**config.mk**
```make
export PLATFORM = sky130hd
export DESIGN_NAME = text_console
export DESIGN_NICKNAME = d
export VERILOG_FILES = /design/src/rtl/text_console_pkg.sv /design/src/rtl/console_addr.sv /design/src/rtl/text_console.sv
export SDC_FILE = /design/constraint.sdc
export NUM_CORES = 1
export LEC_CHECK = 0
export CAP_MARGIN = 20
export CELL_PAD_IN_SITES_DETAIL_PLACEMENT = 0
export CELL_PAD_IN_SITES_GLOBAL_PLACEMENT = 1
export CORE_AREA = 2 2 86 150
export DETAILED_ROUTE_END_ITERATION = 10
export DIE_AREA = 0 0 88 152
export GPL_TIMING_DRIVEN = 0
export PLACE_DENSITY_LB_ADDON = 0.1
export SLEW_MARGIN = 20
export SYNTH_ARGS = -nofsm -noshare
export SYNTH_HDL_FRONTEND = slang
export SYNTH_SLANG_ARGS = --single-unit
```
**constraint.sdc**
```tcl
create_clock -name CLK -period 4.9 [get_ports CLK]
set_input_delay 1.225 -clock CLK [delete_from_list [all_inputs] [get_ports CLK]]
set_output_delay 1.225 -clock CLK [all_outputs]
set_load 0.01 [all_outputs]
```
**src/rtl/text_console_pkg.sv**
```systemverilog
// Shared constants, control codes and FSM states for the text console.
package text_console_pkg;

  localparam int COLS       = 80;
  localparam int ROWS       = 60;
  localparam int VRAM_CELLS = COLS * ROWS;

  localparam logic [7:0] BLANK = 8'h20;
  localparam logic [7:0] LF    = 8'h0A;
  localparam logic [7:0] CR    = 8'h0D;
  localparam logic [7:0] BS    = 8'h08;
  localparam logic [7:0] FF    = 8'h0C;

  typedef enum logic [1:0] {
    INIT,
    IDLE,
    CLEAR
  } state_e;

  function automatic logic is_printable(input logic [7:0] c);
    return (c >= 8'h20) && (c <= 8'h7E);
  endfunction

endpackage

```
**src/rtl/console_addr.sv**
```systemverilog
// Maps (scroll offset, logical row, column) to a linear VRAM cell index.
// Latency: combinational; no flow control.
module console_addr #(
  parameter int COLS = text_console_pkg::COLS,
  parameter int ROWS = text_console_pkg::ROWS
) (
  input  logic [5:0]  line_i,
  input  logic [5:0]  row_i,
  input  logic [6:0]  col_i,
  output logic [12:0] addr_o
);
  import text_console_pkg::*;

  logic [6:0] sum;
  logic [5:0] phys;

  always_comb begin
    sum = {1'b0, line_i} + {1'b0, row_i};
    // Both operands are < ROWS, so a single conditional subtract is a full modulo.
    if (sum >= 7'(ROWS)) sum = sum - 7'(ROWS);
    phys   = sum[5:0];
    addr_o = 13'(phys) * 13'(COLS) + 13'(col_i);
  end

endmodule

```
**src/rtl/text_console.sv**
```systemverilog
// Character stream to VRAM writer with cursor, scrolling ring buffer and clear-screen.
// Latency: 1 cycle, all outputs registered; backpressure: CH_READY low outside IDLE (INIT/CLEAR).
module text_console #(
  parameter int COLS = text_console_pkg::COLS,
  parameter int ROWS = text_console_pkg::ROWS
) (
  input  logic        CLK,
  input  logic        RST,
  input  logic        CH_VALID,
  input  logic [7:0]  CH_DATA,
  output logic        CH_READY,
  output logic [12:0] ADDR,
  output logic        WRITE,
  output logic [7:0]  WRDATA,
  output logic [5:0]  LINE,
  output logic [6:0]  CUR_X,
  output logic [5:0]  CUR_Y
);
  import text_console_pkg::*;

  localparam int CELLS = COLS * ROWS;

  state_e      state_q, state_d;
  logic [12:0] cnt_q, cnt_d;
  logic [12:0] addr_q, addr_d;
  logic        write_q, write_d;
  logic [7:0]  wrdata_q, wrdata_d;
  logic        ready_q, ready_d;
  logic [5:0]  line_q, line_d;
  logic [6:0]  curx_q, curx_d;
  logic [5:0]  cury_q, cury_d;
  logic [6:0]  col;
  logic [12:0] cell_addr;
  logic        newline;

  // During CLEAR the cursor sits on the bottom row, so only the column is swept.
  assign col = (state_q == CLEAR) ? cnt_q[6:0] : curx_q;

  console_addr #(.COLS(COLS), .ROWS(ROWS)) u_addr (
    .line_i (line_q),
    .row_i  (cury_q),
    .col_i  (col),
    .addr_o (cell_addr)
  );

  always_comb begin
    state_d  = state_q;
    cnt_d    = cnt_q;
    addr_d   = addr_q;
    write_d  = 1'b0;
    wrdata_d = wrdata_q;
    line_d   = line_q;
    curx_d   = curx_q;
    cury_d   = cury_q;
    newline  = 1'b0;

    case (state_q)
      INIT: begin
        write_d  = 1'b1;
        addr_d   = cnt_q;
        wrdata_d = BLANK;
        if (cnt_q == 13'(CELLS - 1)) begin
          cnt_d   = 13'd0;
          state_d = IDLE;
        end else begin
          cnt_d = cnt_q + 13'd1;
        end
      end

      CLEAR: begin
        write_d  = 1'b1;
        addr_d   = cell_addr;
        wrdata_d = BLANK;
        if (cnt_q == 13'(COLS - 1)) begin
          cnt_d   = 13'd0;
          state_d = IDLE;
        end else begin
          cnt_d = cnt_q + 13'd1;
        end
      end

      IDLE: begin
        if (CH_VALID) begin
          if (is_printable(CH_DATA)) begin
            write_d  = 1'b1;
            addr_d   = cell_addr;
            wrdata_d = CH_DATA;
            if (curx_q == 7'(COLS - 1)) newline = 1'b1;
            else                        curx_d  = curx_q + 7'd1;
          end else begin
            case (CH_DATA)
              LF: newline = 1'b1;
              CR: curx_d  = 7'd0;
              BS: if (curx_q != 7'd0) curx_d = curx_q - 7'd1;
              FF: begin
                line_d  = 6'd0;
                curx_d  = 7'd0;
                cury_d  = 6'd0;
                cnt_d   = 13'd0;
                state_d = INIT;
              end
              default: ;
            endcase
          end

          if (newline) begin
            curx_d = 7'd0;
            if (cury_q != 6'(ROWS - 1)) begin
              cury_d = cury_q + 6'd1;
            end else begin
              // The oldest physical row becomes the new bottom row and is blanked.
              line_d  = (line_q == 6'(ROWS - 1)) ? 6'd0 : line_q + 6'd1;
              cnt_d   = 13'd0;
              state_d = CLEAR;
            end
          end
        end
      end

      default: state_d = INIT;
    endcase

    ready_d = (state_d == IDLE);
  end

  always_ff @(posedge CLK or negedge RST) begin
    if (!RST) begin
      state_q  <= INIT;
      cnt_q    <= '0;
      addr_q   <= '0;
      write_q  <= 1'b0;
      wrdata_q <= '0;
      ready_q  <= 1'b0;
      line_q   <= '0;
      curx_q   <= '0;
      cury_q   <= '0;
    end else begin
      state_q  <= state_d;
      cnt_q    <= cnt_d;
      addr_q   <= addr_d;
      write_q  <= write_d;
      wrdata_q <= wrdata_d;
      ready_q  <= ready_d;
      line_q   <= line_d;
      curx_q   <= curx_d;
      cury_q   <= cury_d;
    end
  end

  assign CH_READY = ready_q;
  assign ADDR     = addr_q;
  assign WRITE    = write_q;
  assign WRDATA   = wrdata_q;
  assign LINE     = line_q;
  assign CUR_X    = curx_q;
  assign CUR_Y    = cury_q;

endmodule
```
# Word level (Yosys, flattened, before mapping)
# Index checks and enable logic that the tools add are counted.
# word_totals
register_bits	57
in_bits	11
out_inout_bits	42
word_cells	96
# classes
add_sub_neg	8
mul	1
magnitude_cmp	3
eq_ne	16
n_mux	46
n_reduce_logical	13
# ops
operator	n
$mux 13	9
$pmux 13 s3	2
$mux 6	10
$mux 7	5
$eq 8x4->1 const B	4
$mux 8	2
$pmux 8 s2	1
$mux 2	7
$pmux 7 s2	1
$add 13x1->13 const B	1
$add 13x7->13	1
$eq 13x13->1 const B	1
$eq 13x7->1 const B	1
$add 6x1->6 const B	2
$mul 6x3->9 const B	1
$ge 8x6->1 const B	1
$le 8x7->1 const B	1
$add 6x6->7	1
$add 7x1->7 const B	1
$eq 7x7->1 const B	1
$ge 7x6->1 const B	1
$mux 1	7
$reduce_bool 7->1	1
$sub 7x1->7 const B	1
19 further kinds	24

# Longest topological paths before layout
# logic_depth
ltp_word	9
ltp_mapped	18
ltp_nobuf	18

# Hierarchy
# A second synthesis with hierarchy kept.
# unflattened
hier_cells	476
hier_area_um2	4295.4
# modules_own_cells
module	n_inst	cells_per_inst	area_per_inst_um2	seq_area_each_um2
text_console	1	381	3497.1	1426.4
console_addr	1	95	798.3	0.0

# Least setup slack after synthesis
# No wires, ideal clock.
# synth_timing
path_type	register -> register
start	reg cury_q[0] (netlist: CUR_Y[0])
end	reg addr_q[11] (netlist: ADDR[11])
setup_ns	0.138
arrival_time_ns	4.537
t_required_ns	4.762
setup_slack_ns	0.225
stages_incl_launch_ff	18
path_buffers	0
synth_period_minus_slack_ns	4.675
path_cell_list	dfrtp_1 -> ha_1 -> fa_1 -> xor2_1 -> o21ai_0 -> nor4_1 -> a31oi_1 -> o21ai_0 -> mux2_2 -> ha_1 -> ha_1 -> fa_1 -> xnor2_1 -> or3_1 -> or3_1 -> and4_1 -> o21ai_1 -> a31oi_1
# synth_between
elab_chain_cells	8
word_cells_on_any_way	9
classes_between	add/sub (3); mul (1); order compare (1); mux (4)
# synth_lines
item	line_no	text
from (decl)	text_console.sv:31	logic [5:0] cury_q, cury_d;
from (signal assigned)	text_console.sv:146	cury_q <= cury_d;
$add 6x6->7 *	console_addr.sv:18	sum = {1'b0, line_i} + {1'b0, row_i};
$sub 6x6->6 or $ge 7x6->1 (tied branches)	console_addr.sv:20	if (sum >= 7'(ROWS)) sum = sum - 7'(ROWS);
$mux 6 *	console_addr.sv:20	
$mul 6x3->9 *	console_addr.sv:22	addr_o = 13'(phys) * 13'(COLS) + 13'(col_i);
$add 13x7->13 *	console_addr.sv:22	
$mux 13	text_console.sv:84	if (is_printable(CH_DATA)) begin
$mux 13	text_console.sv:83	if (CH_VALID) begin
$pmux 13 s3 *	text_console.sv:57	case (state_q)
to (signal assigned)	text_console.sv:140	addr_q <= addr_d;
to (decl)	text_console.sv:25	logic [12:0] addr_q, addr_d;
# Every way passes the cells marked *; elsewhere a longest branch is shown, timed or not. The select of a mux whose other input is x is not followed.
# A chain may end at the register's enable or synchronous reset.

# Final worst setup path
# layout_timing
start	reg line_q[0] (netlist: LINE[0])
end	reg addr_q[11] (netlist: ADDR[11])
# layout_between
elab_chain_cells	8
word_cells_on_any_way	9
classes_between	add/sub (3); mul (1); order compare (1); mux (4)
# layout_lines
item	line_no	text
from (decl)	text_console.sv:29	logic [5:0] line_q, line_d;
from (signal assigned)	text_console.sv:144	line_q <= line_d;
$add 6x6->7 *	console_addr.sv:18	
$sub 6x6->6 or $ge 7x6->1 (tied branches)	console_addr.sv:20	
$mux 6 *	console_addr.sv:20	
$mul 6x3->9 *	console_addr.sv:22	
$add 13x7->13 *	console_addr.sv:22	
$mux 13	text_console.sv:84	
$mux 13	text_console.sv:83	
$pmux 13 s3 *	text_console.sv:57	
# Marks and branches as above.

==> impl_metrics.tcl <==
set metrics [dict create \
    yosys-top-cells-area "dfrtp_1, ha_1, nand2_1" \
    start_kind "register" \
    crit_chain "ha_4, fa_2, xor2_2, o21ai_1, nor4_2, a31oi_1, o21ai_2, mux2_4, ha_1, ha_1, fa_2, nand2_1, or3_1, or3_4, and4_1, o21ai_2, a31oi_1" \
    path_class "register to register" \
    end_kind "register" \
    fin_crit_ns 4.68 \
    finalWirelength_um 11900 \
    setup_violations 0 \
    max_freq_mhz 214 \
    syn_area_um2 4170 \
    yosysSeqAreaShare_pct 34.2 \
    hold_path_depth 2 \
    port_buffers 52 \
    synthCells 468 \
    clockBufferDepth 2 \
    period_share_pct 95.5 \
    hold_start "ADDR[9]" \
    r2r_slack_ns 0.22 \
    synth_edf_count 0 \
    cts_tree "done" \
    detail_route.wl_per_cell_um 16.8 \
    drtIter0Drc 153 \
    n_antenna_cell 0 \
    synthDistinctLibCells 67 \
    finalHoldViolCount 0 \
    postPlaceCellArea_um2 4920 \
    cp_data_required_time_ns 5.09 \
    routabilityCongestion 0.772 \
    io_pins 53 \
    cap_violations 0 \
    grt_usage_pct 18.4 \
    critPathSlowestCell "fa_2" \
    grt_overflow_total 0 \
    dpl.hpwl_um 9220 \
    grt_pass1_wl_um 19200 \
    status "finished clean" \
    regArea_um2 1430 \
    die_area_um2 13400 \
    drc 0 \
    hold_ws_ns 0.483 \
    syn_to_final_growth_pct 29.2 \
    crit_fanout 5 \
    numCtsBuffers 9 \
    avgSynthCellArea_um2 8.91 \
    tightest_slew_ns 0.789 \
    rows 54 \
    multiInputGateArea_um2 2670 \
    max_stage_delay_ns 0.56 \
    fillers 1224 \
    clk-insertion-delay-late_ns 0.34 \
    drive_gt1_share_pct 12.9 \
    final_cell_mix "nand2_1, dfrtp_1, clkdlybuf4s50_1" \
    die_w_um 88 \
    synth_top_area_share_pct 34.2 \
    holdBufCountCts 0 \
    num-nets-final 579 \
    synth_top_flop_cell "dfrtp_1" \
    worstReg2RegStart "LINE[0]" \
    cp_num_buf_inv 0 \
    grt_pass1_vias 3687 \
    peakVddDrop_uv 157 \
    crit_family "adder cells" \
    synth_area_leader_cell "dfrtp_1" \
    die_height_um 152 \
    setup_tns_ns 0 \
    ant_nets 0 \
    coreArea_um2 12200 \
    synth_warnings 0 \
    drtPass1Iterations 5 \
    grt_max_degree 31 \
    ys_async_sr_fraction_pct 100 \
    vias 3765 \
    cts_root_buffer "clkbuf_16" \
    vias_per_cell 5.30 \
    skew_ns 0.00921 \
    htree_levels 3 \
    r2r-end "ADDR[11]" \
    ys_ff_latch 57 \
    r2r_cells 17 \
    start_util_pct 34.1 \
    layout_commonest_cell "nand2_1" \
    clkSinkCount 57 \
    power.density_nw_per_um2 239 \
    antenna_found_initial 0 \
    synth_nets 510 \
    path_clk_slew_ns 0.05 \
    report.final.slew_viol_count 0 \
    hold_end "ADDR[9]" \
    fin_area_um2 5390 \
    p_leak_nw 2.29 \
    crit_arrival_ns 4.87 \
    hold_class "register to register" \
    finalPower_mw 1.29 \
    slew_headroom_pct 46.9 \
]
==> power by group <==
group / internal, mW / total, mW / leakage, nW / switching (mW)
Sequential: 0.471 / 0.471 / 0.757 / 0
Clock: 0.538 / 0.777 / 0.175 / 0.238
Combinational: 0.0150 / 0.0405 / 1.36 / 0.0255
Total: 1.02 / 1.29 / 2.29 / 0.264
==> synth_stat cells (6+ instances only) <==
cell	n
nand3_1	13
dfrtp_1	57
a21oi_1	21
a31oi_1	13
nor2_1	39
and3_1	7
a31oi_4	8
nor2b_1	6
clkbuf_1	15
o21ai_0	49
nor3_1	10
inv_1	14
nand2_1	68
ha_1	28
nand4_1	8
xnor2_1	6
==> metrics by stage <==
stage | instances | worst slack, ns | util, %
3_3_place_gp | 688 | -0.265 | 40.1
5_1_grt | 710 | -0.00225 | 44.0
3_5_place_dp | 689 | -0.312 | 40.2
4_1_cts | 705 | 0.0109 | 43.3
6_report | 710 | 0.221 | 44.0
2_1_floorplan | 468 | 0.225 | -
==> how the worst max path moves through the flow <==
| stage | startpoint | cells past startpoint | endpoint |
|---|---|---|---|
| finish | LINE[0] | 17 | ADDR[11] |
| global route | LINE[0] | 17 | ADDR[11] |
| CTS | LINE[0] | 17 | ADDR[11] |
| detailed placement | LINE[0] | 17 | ADDR[11] |
| global placement | LINE[0] | 17 | ADDR[11] |
| floorplan | CUR_Y[0] | 17 | ADDR[11] |
==> sequential cells by signal (all words and copies together), names as in the netlist <==
| name | flops |
|---|---|
| ADDR | 13 |
| cnt_q | 13 |
| WRDATA | 8 |
| CUR_X | 7 |
| CUR_Y | 6 |
| LINE | 6 |
| state_q | 2 |
| CH_READY | 1 |
| WRITE | 1 |
==> layout make-up <==
cell class | count | area share (%)
Buffer | 17 | 1.63
Clock buffer | 12 | 4.95
Clock inverter | 4 | 1.81
Inverter | 14 | 0.976
Multi-Input combinational cell | 380 | 49.5
Sequential cell | 57 | 26.6
Tap cell | 168 | 3.90
Timing Repair Buffer | 58 | 10.7
==> timing repair <==
| item | 4_1_cts | 5_1_grt |
|---|---|---|
| setup endpoints to repair | 2 | 1 |
| pin swaps | 0 | 3 |
| cloned | 0 | 0 |
| gates resized for setup | 5 | 14 |
| setup buffers | 0 | 5 |
==> metal layers <==
| layer | vias to the layer above | GRT usage [%] | share of wire [%] |
|---|---|---|---|
| li1 | 1858 | - | - |
| met1 | 1825 | 21.3 | 40 |
| met2 | 69 | 33.7 | 56 |
| met3 | 13 | 3.37 | 2.7 |
| met4 | 0 | 4.91 | 1.5 |
| met5 | - | 0 | 0 |
==> worst reg2reg max path: cells and delay by family (launching register included) <==
family / cells / cell delay [ns]
compound gates: 5 / 0.62
xor+xnor: 1 / 0.22
fa+ha+maj: 5 / 1.65
flops: 1 / 0.47
mux: 1 / 0.33
simple gates: 5 / 1.26
==> kinds of logic after synthesis <==
group	after synthesis	synth area share [%]
fa+ha+maj	31	9.85
simple gates	190	23.3
flops	57	34.2
buf+inv	31	3.36
compound gates	140	24.7
mux	10	2.64
xor+xnor	9	1.89
No activity file was read; power rests on OpenSTA's default activity.
